File: src/rtl/fetch_unit.sv
// rtl/fetch_unit.sv - RV32I instruction fetch stage feeding the decode stage
//
// Issues sequential word requests to instruction memory, buffers the returned
// instructions in a small in-order queue and presents the head to decode.
// Redirects flush the queue and discard responses that are still in flight.
//
// Ports:
//   clk, rst            clock, synchronous active-high reset
//   stall_i             decode stalled: hold head, no pop
//   redirect_i          taken branch/jump: flush and restart at redirect_pc_i
//   redirect_pc_i       restart address (forced to word alignment)
//   imem_req_o          request valid toward instruction memory
//   imem_addr_o         requested word address
//   imem_ready_i        memory accepts the request this cycle
//   imem_rvalid_i       in-order response valid
//   imem_rdata_i        response instruction word
//   valid_o             pc_o/insn_o hold a real instruction
//   pc_o                PC of head instruction (last popped PC when empty)
//   insn_o              head instruction (NOP when empty)

module fetch_unit #(
   parameter int unsigned       DWIDTH    = 32,
   parameter int unsigned       AWIDTH    = 32,
   parameter logic [AWIDTH-1:0] BASE_ADDR = AWIDTH'(32'h0100_0000),
   parameter int unsigned       DEPTH     = 2
) (
   input  logic              clk,
   input  logic              rst,
   input  logic              stall_i,
   input  logic              redirect_i,
   input  logic [AWIDTH-1:0] redirect_pc_i,
   output logic              imem_req_o,
   output logic [AWIDTH-1:0] imem_addr_o,
   input  logic              imem_ready_i,
   input  logic              imem_rvalid_i,
   input  logic [DWIDTH-1:0] imem_rdata_i,
   output logic              valid_o,
   output logic [AWIDTH-1:0] pc_o,
   output logic [DWIDTH-1:0] insn_o
);

   localparam int unsigned       PTR_W      = (DEPTH > 1) ? $clog2(DEPTH) : 1;
   localparam int unsigned       CNT_W      = $clog2(DEPTH + 1);
   localparam logic [PTR_W-1:0]  PTR_LAST   = PTR_W'(DEPTH - 1);
   localparam logic [CNT_W:0]    CREDIT_MAX = (CNT_W + 1)'(DEPTH);
   localparam logic [DWIDTH-1:0] NOP        = DWIDTH'(32'h0000_0013);

   logic [AWIDTH-1:0] req_pc_q, req_pc_d;
   logic [AWIDTH-1:0] last_pc_q, last_pc_d;
   logic [CNT_W-1:0]  inflight_q, inflight_d;
   logic [CNT_W-1:0]  drop_cnt_q, drop_cnt_d;
   logic [CNT_W-1:0]  count_q, count_d;
   logic [PTR_W-1:0]  q_rd_q, q_rd_d, q_wr_q, q_wr_d;
   logic [PTR_W-1:0]  pend_rd_q, pend_rd_d, pend_wr_q, pend_wr_d;

   logic [AWIDTH-1:0] q_pc_q    [DEPTH];
   logic [AWIDTH-1:0] q_pc_d    [DEPTH];
   logic [DWIDTH-1:0] q_insn_q  [DEPTH];
   logic [DWIDTH-1:0] q_insn_d  [DEPTH];
   logic [AWIDTH-1:0] pend_pc_q [DEPTH];
   logic [AWIDTH-1:0] pend_pc_d [DEPTH];

   logic              pop;
   logic              accept;
   logic              keep;
   logic [CNT_W:0]    credit_used;
   logic [AWIDTH-1:0] resp_pc;

   function automatic logic [PTR_W-1:0] ptr_inc(input logic [PTR_W-1:0] p);
      return (p == PTR_LAST) ? '0 : p + PTR_W'(1);
   endfunction

   assign valid_o     = (count_q != '0);
   assign pc_o        = valid_o ? q_pc_q[q_rd_q] : last_pc_q;
   assign insn_o      = valid_o ? q_insn_q[q_rd_q] : NOP;
   assign imem_addr_o = req_pc_q;

   always_comb begin
      pop = valid_o && !stall_i && !redirect_i;
      // Slots already claimed by buffered plus in-flight instructions; an entry
      // popped this cycle frees its slot for a new request immediately.
      credit_used = {1'b0, inflight_q} + {1'b0, count_q} - {{CNT_W{1'b0}}, pop};
      imem_req_o  = !rst && !redirect_i && (credit_used < CREDIT_MAX);
      accept      = imem_req_o && imem_ready_i;
      keep        = imem_rvalid_i && !redirect_i && (drop_cnt_q == '0);
      resp_pc     = pend_pc_q[pend_rd_q];

      req_pc_d   = req_pc_q;
      last_pc_d  = last_pc_q;
      drop_cnt_d = drop_cnt_q;
      q_rd_d     = q_rd_q;
      q_wr_d     = q_wr_q;
      pend_rd_d  = pend_rd_q;
      pend_wr_d  = pend_wr_q;
      q_pc_d     = q_pc_q;
      q_insn_d   = q_insn_q;
      pend_pc_d  = pend_pc_q;

      if (accept) begin
         req_pc_d             = req_pc_q + AWIDTH'(4);
         pend_pc_d[pend_wr_q] = req_pc_q;
         pend_wr_d            = ptr_inc(pend_wr_q);
      end

      // Every response retires one pending PC, whether it is kept or dropped.
      if (imem_rvalid_i) begin
         pend_rd_d = ptr_inc(pend_rd_q);
      end

      if (imem_rvalid_i && !redirect_i && (drop_cnt_q != '0)) begin
         drop_cnt_d = drop_cnt_q - CNT_W'(1);
      end

      if (keep) begin
         q_pc_d[q_wr_q]   = resp_pc;
         q_insn_d[q_wr_q] = imem_rdata_i;
         q_wr_d           = ptr_inc(q_wr_q);
      end

      if (pop) begin
         last_pc_d = q_pc_q[q_rd_q];
         q_rd_d    = ptr_inc(q_rd_q);
      end

      inflight_d = inflight_q + CNT_W'(accept) - CNT_W'(imem_rvalid_i);
      count_d    = count_q + CNT_W'(keep) - CNT_W'(pop);

      // Redirect wins over everything: whatever is still outstanding after
      // this cycle belongs to the old path and must be thrown away on return.
      if (redirect_i) begin
         count_d    = '0;
         q_rd_d     = '0;
         q_wr_d     = '0;
         req_pc_d   = redirect_pc_i & ~AWIDTH'(3);
         drop_cnt_d = inflight_q - CNT_W'(imem_rvalid_i);
      end
   end

   always_ff @(posedge clk) begin
      if (rst) begin
         req_pc_q   <= BASE_ADDR;
         last_pc_q  <= BASE_ADDR;
         inflight_q <= '0;
         drop_cnt_q <= '0;
         count_q    <= '0;
         q_rd_q     <= '0;
         q_wr_q     <= '0;
         pend_rd_q  <= '0;
         pend_wr_q  <= '0;
      end else begin
         req_pc_q   <= req_pc_d;
         last_pc_q  <= last_pc_d;
         inflight_q <= inflight_d;
         drop_cnt_q <= drop_cnt_d;
         count_q    <= count_d;
         q_rd_q     <= q_rd_d;
         q_wr_q     <= q_wr_d;
         pend_rd_q  <= pend_rd_d;
         pend_wr_q  <= pend_wr_d;
      end
   end

   // Storage only; validity is tracked by the counters and pointers above.
   always_ff @(posedge clk) begin
      q_pc_q    <= q_pc_d;
      q_insn_q  <= q_insn_d;
      pend_pc_q <= pend_pc_d;
   end

   always_ff @(posedge clk) begin
      if (!rst && imem_rvalid_i) begin
         assert (inflight_q != '0);
      end
   end

endmodule

File: config.mk
export PLATFORM = sky130hd
export DESIGN_NAME = fetch_unit
export DESIGN_NICKNAME = d
export VERILOG_FILES = /design/src/rtl/fetch_unit.sv
export SDC_FILE = /design/constraint.sdc
export NUM_CORES = 1
export LEC_CHECK = 0
export CORE_ASPECT_RATIO = 1.75
export CORE_MARGIN = 2
export CORE_UTILIZATION = 50
export DETAILED_ROUTE_END_ITERATION = 6
export PLACE_DENSITY_LB_ADDON = 0.25
export RECOVER_POWER = 25
export SYNTH_ARGS = -nofsm -noshare
export SYNTH_HDL_FRONTEND = slang
export SYNTH_SLANG_ARGS = --single-unit
File: constraint.sdc
create_clock -name clk -period 6.4 [get_ports clk]
set_clock_uncertainty 0.2 [all_clocks]
set_input_delay 0.96 -clock clk [delete_from_list [all_inputs] [get_ports clk]]
set_output_delay 0.96 -clock clk [all_outputs]
set_load 0.01 [all_outputs]
==> impl_metrics.tcl <==
set metrics [dict create \
    status "finished with violations" \
    violations "design-rule violations, max-capacitance violations, max-slew violations" \
    switching_share_pct 22.1 \
    grt_pass1_wl_um 33600 \
    diodes 0 \
    port_buffers 161 \
    synth-main-ff-cell "edfxtp_1" \
    setup_ws_ns 1.88 \
    die_w_um 113 \
    syn_inst 795 \
    ant_nets 0 \
    start_kind "input port" \
    die_h_um 195 \
    synth_area_um2 10400 \
    slowest_stage "clkdlybuf4s50_1" \
    min_path_type "reg2reg" \
    area_growth_pct 24.3 \
    wirelength_um 20900 \
    worstPathRequired_ns 5.24 \
    clkTransAtPathRegs_ns 0.06 \
    cts_buffers 22 \
    fin_util_pct 62.8 \
    period_minus_slack_ns 4.52 \
    multi_input_area_um2 3220 \
    cts_setup_buffers 0 \
    firstDrtPassIters 7 \
    cp.arrival_ns 3.36 \
    setup-violations-final 0 \
    synth_area_leaders "edfxtp_1 53%, dfxtp_1 13%, mux2i_1 6.4%" \
    cts.sinks 254 \
    critPathKind "in2out" \
    antenna_found_initial 0 \
    clkLatencyLatePin_ns 0.50 \
    avgSynthCellArea_um2 13.1 \
    cp_common_cell "clkdlybuf4s50_1" \
    vias_per_cell 5.48 \
    clock.fmax_mhz 221 \
    slowest_delay_ns 0.54 \
    tightest_slew_ns 1.75 \
    crit_chain "clkdlybuf4s50_1 -> nor3_2 -> ha_1 -> inv_1 -> nand2_1 -> fa_1 -> xor2_1 -> and3_1 -> clkdlybuf4s50_1" \
    p_int_mw 2.77 \
    drive_above_1_share_pct 10.1 \
    vias 6646 \
    finalMaxSlewViolations 31 \
    htreeDepth 1 \
    synth_top_area_share_pct 52.9 \
    placed_cell_area_um2 12300 \
    hpwl_um 13900 \
    synth_common_cells "184 x edfxtp_1, 112 x nor2_1, 70 x dfxtp_1, 67 x mux2i_1, 44 x a21oi_1" \
    drtIter0Drc 315 \
    register_area_um2 6930 \
    p_clk_share_pct 36.9 \
    gp_congestion 0.853 \
    cts_tree "yes" \
    cts-resized-gates 0 \
    fin_nets 1024 \
    max_slew_margin_pct -16.6 \
    ctsHoldBuffers 0 \
    holdWs_ns 0.299 \
    cts_root_buf "clkbuf_16" \
    post-place-cells 1173 \
    synth-async-reset-ratio_pct 0 \
    combPwrFrac_pct 10.0 \
    synth_cell_types 62 \
    grt_setup_unrepaired "no" \
    timing.final.crit_share_pct 70.7 \
    switching_power_uw 783 \
    pwr-share-seq_pct 53.1 \
    finalPower_mw 3.55 \
    finalInstanceArea_um2 13000 \
    wl_per_cell_um 17.2 \
    final_hold_viol_count 0 \
    core_um2 20700 \
    start_util_pct 50.5 \
    grt-ovfl-total 0 \
    ys_seq_elements 254 \
    cpLargestDelayFamily "buffers and inverters" \
    fp-row-count 70 \
    path_max_fanout 3 \
    cp-end-kind "output pin" \
    hold_start "last_pc_q[20]$_SDFFE_PP0P_" \
    setup_tns_ns 0 \
    ir_drop_mv 0.167 \
    path_buf_inv 3 \
    drcViolationCount 15 \
    synth_edf_count 184 \
    p_leak_nw 4.25 \
    yosys.area.top_type "edfxtp_1" \
    yosysMostFrequentCell "edfxtp_1" \
    worst_r2r_startpoint "count_q[1]$_SDFF_PP0_" \
    fillCellCount 1628 \
    ys_seq_area_share_pct 66.3 \
    power_density_nw_per_um2 273 \
    ys_warn_count 0 \
    fin_cells 1212 \
    dpl_worst_slack_ns 1.85 \
    crit_start "stall_i" \
    ios 168 \
    grt_pass1_vias 6708 \
    cap_viol_max_count 1 \
    grt_usage_pct 18.9 \
    die-area_um2 22100 \
    grt_start_max_net_pins 65 \
    clk_path_buf_depth 3 \
]
power groups by stage:
stage / clock [mW] / sequential, mW / combinational, mW
after floorplan: 0 / 1.91 / 0.195
after global placement: 0 / 1.92 / 0.352
after detailed placement: 0 / 1.92 / 0.359
after CTS: 1.34 / 1.89 / 0.362
after global routing: 1.40 / 1.89 / 0.391
final: 1.31 / 1.89 / 0.355
kinds of logic (layout without fill, tap and decap cells):
kind of cell / after synthesis / after routing / synth area share [%]
DFF: 254 / 254 / 66.3
AOI/OAI and AO/OA: 130 / 130 / 8.20
adders and majority gates: 9 / 9 / 1.15
other: 1 / 4 / 0.0359
muxes: 98 / 98 / 9.77
buffers and inverters: 77 / 239 / 3.08
and+or+nand+nor: 205 / 205 / 9.66
xor gates and xnor gates: 21 / 21 / 1.76
cell type report:
class | instances | share of cell area (%)
flip-flops and latches | 254 | 53.4
multi-input cells | 467 | 24.9
repair buffers | 174 | 13.1
clock buffers | 27 | 4.63
well taps | 252 | 2.43
clock inverters | 12 | 0.849
inverters | 26 | 0.752
worst register-to-register path: stages, from the launching register on:
cell and delay [ns]:
dfxtp_1 0.32, nor2_2 0.10, buf_4 0.32, nor3_2 0.10, ha_1 0.28, inv_1 0.07
nand2_1 0.07, fa_1 0.50, and4bb_1 0.21, and2_1 0.16, inv_2 0.05, nor2_2 0.61
buf_4 0.38
path summary, 6_finish.rpt:
| path | slack (ns) | endpoint | cells past startpoint |
|---|---|---|---|
| worst max-delay path | 1.88 | imem_req_o | 9 |
| worst min register to register | 0.30 | last_pc_q[20]$_SDFFE_PP0P_ | 2 |
| worst min-delay path | 0.30 | last_pc_q[20]$_SDFFE_PP0P_ | 2 |
| worst max register to register | 2.72 | pend_pc_q[61]$_DFFE_PP_ | 12 |
sequential cells by signal, indices dropped and copies added, names as in the netlist:
| signal | flops |
|---|---|
| pend_rd_q | 1 |
| last_pc_q | 30 |
| drop_cnt_q | 2 |
| inflight_q | 2 |
| pend_pc_q | 60 |
| count_q | 2 |
| q_rd_q | 1 |
| pend_wr_q | 1 |
| imem_addr_o | 30 |
| q_pc_q | 60 |
| q_insn_q | 64 |
| q_wr_q | 1 |
layer usage:
layer | global-route usage, % | wire (um) | vias to the layer above
li1 | - | - | 3214
met1 | 22.0 | 7990 | 3175
met2 | 34.3 | 11000 | 208
met3 | 3.04 | 1140 | 49
met4 | 7.77 | 742 | 0
met5 | 0 | 0 | -
placed cells by master (no fill, tap or decap), types with 7 or more instances in the layout:
cell / instances
mux2i_1: 67
nand2_1: 23
clkbuf_16: 23
nand3_1: 10
inv_1: 24
dlygate4sd3_1: 32
ha_1: 8
xnor2_1: 15
edfxtp_1: 184
clkdlybuf4s50_1: 127
mux2_2: 30
dfxtp_1: 69
a211oi_1: 33
o21ai_0: 8
nor3_1: 10
nor2b_1: 7
buf_4: 12
nor2_1: 108
a21oi_1: 44
(Power assumes the default switching activity.)
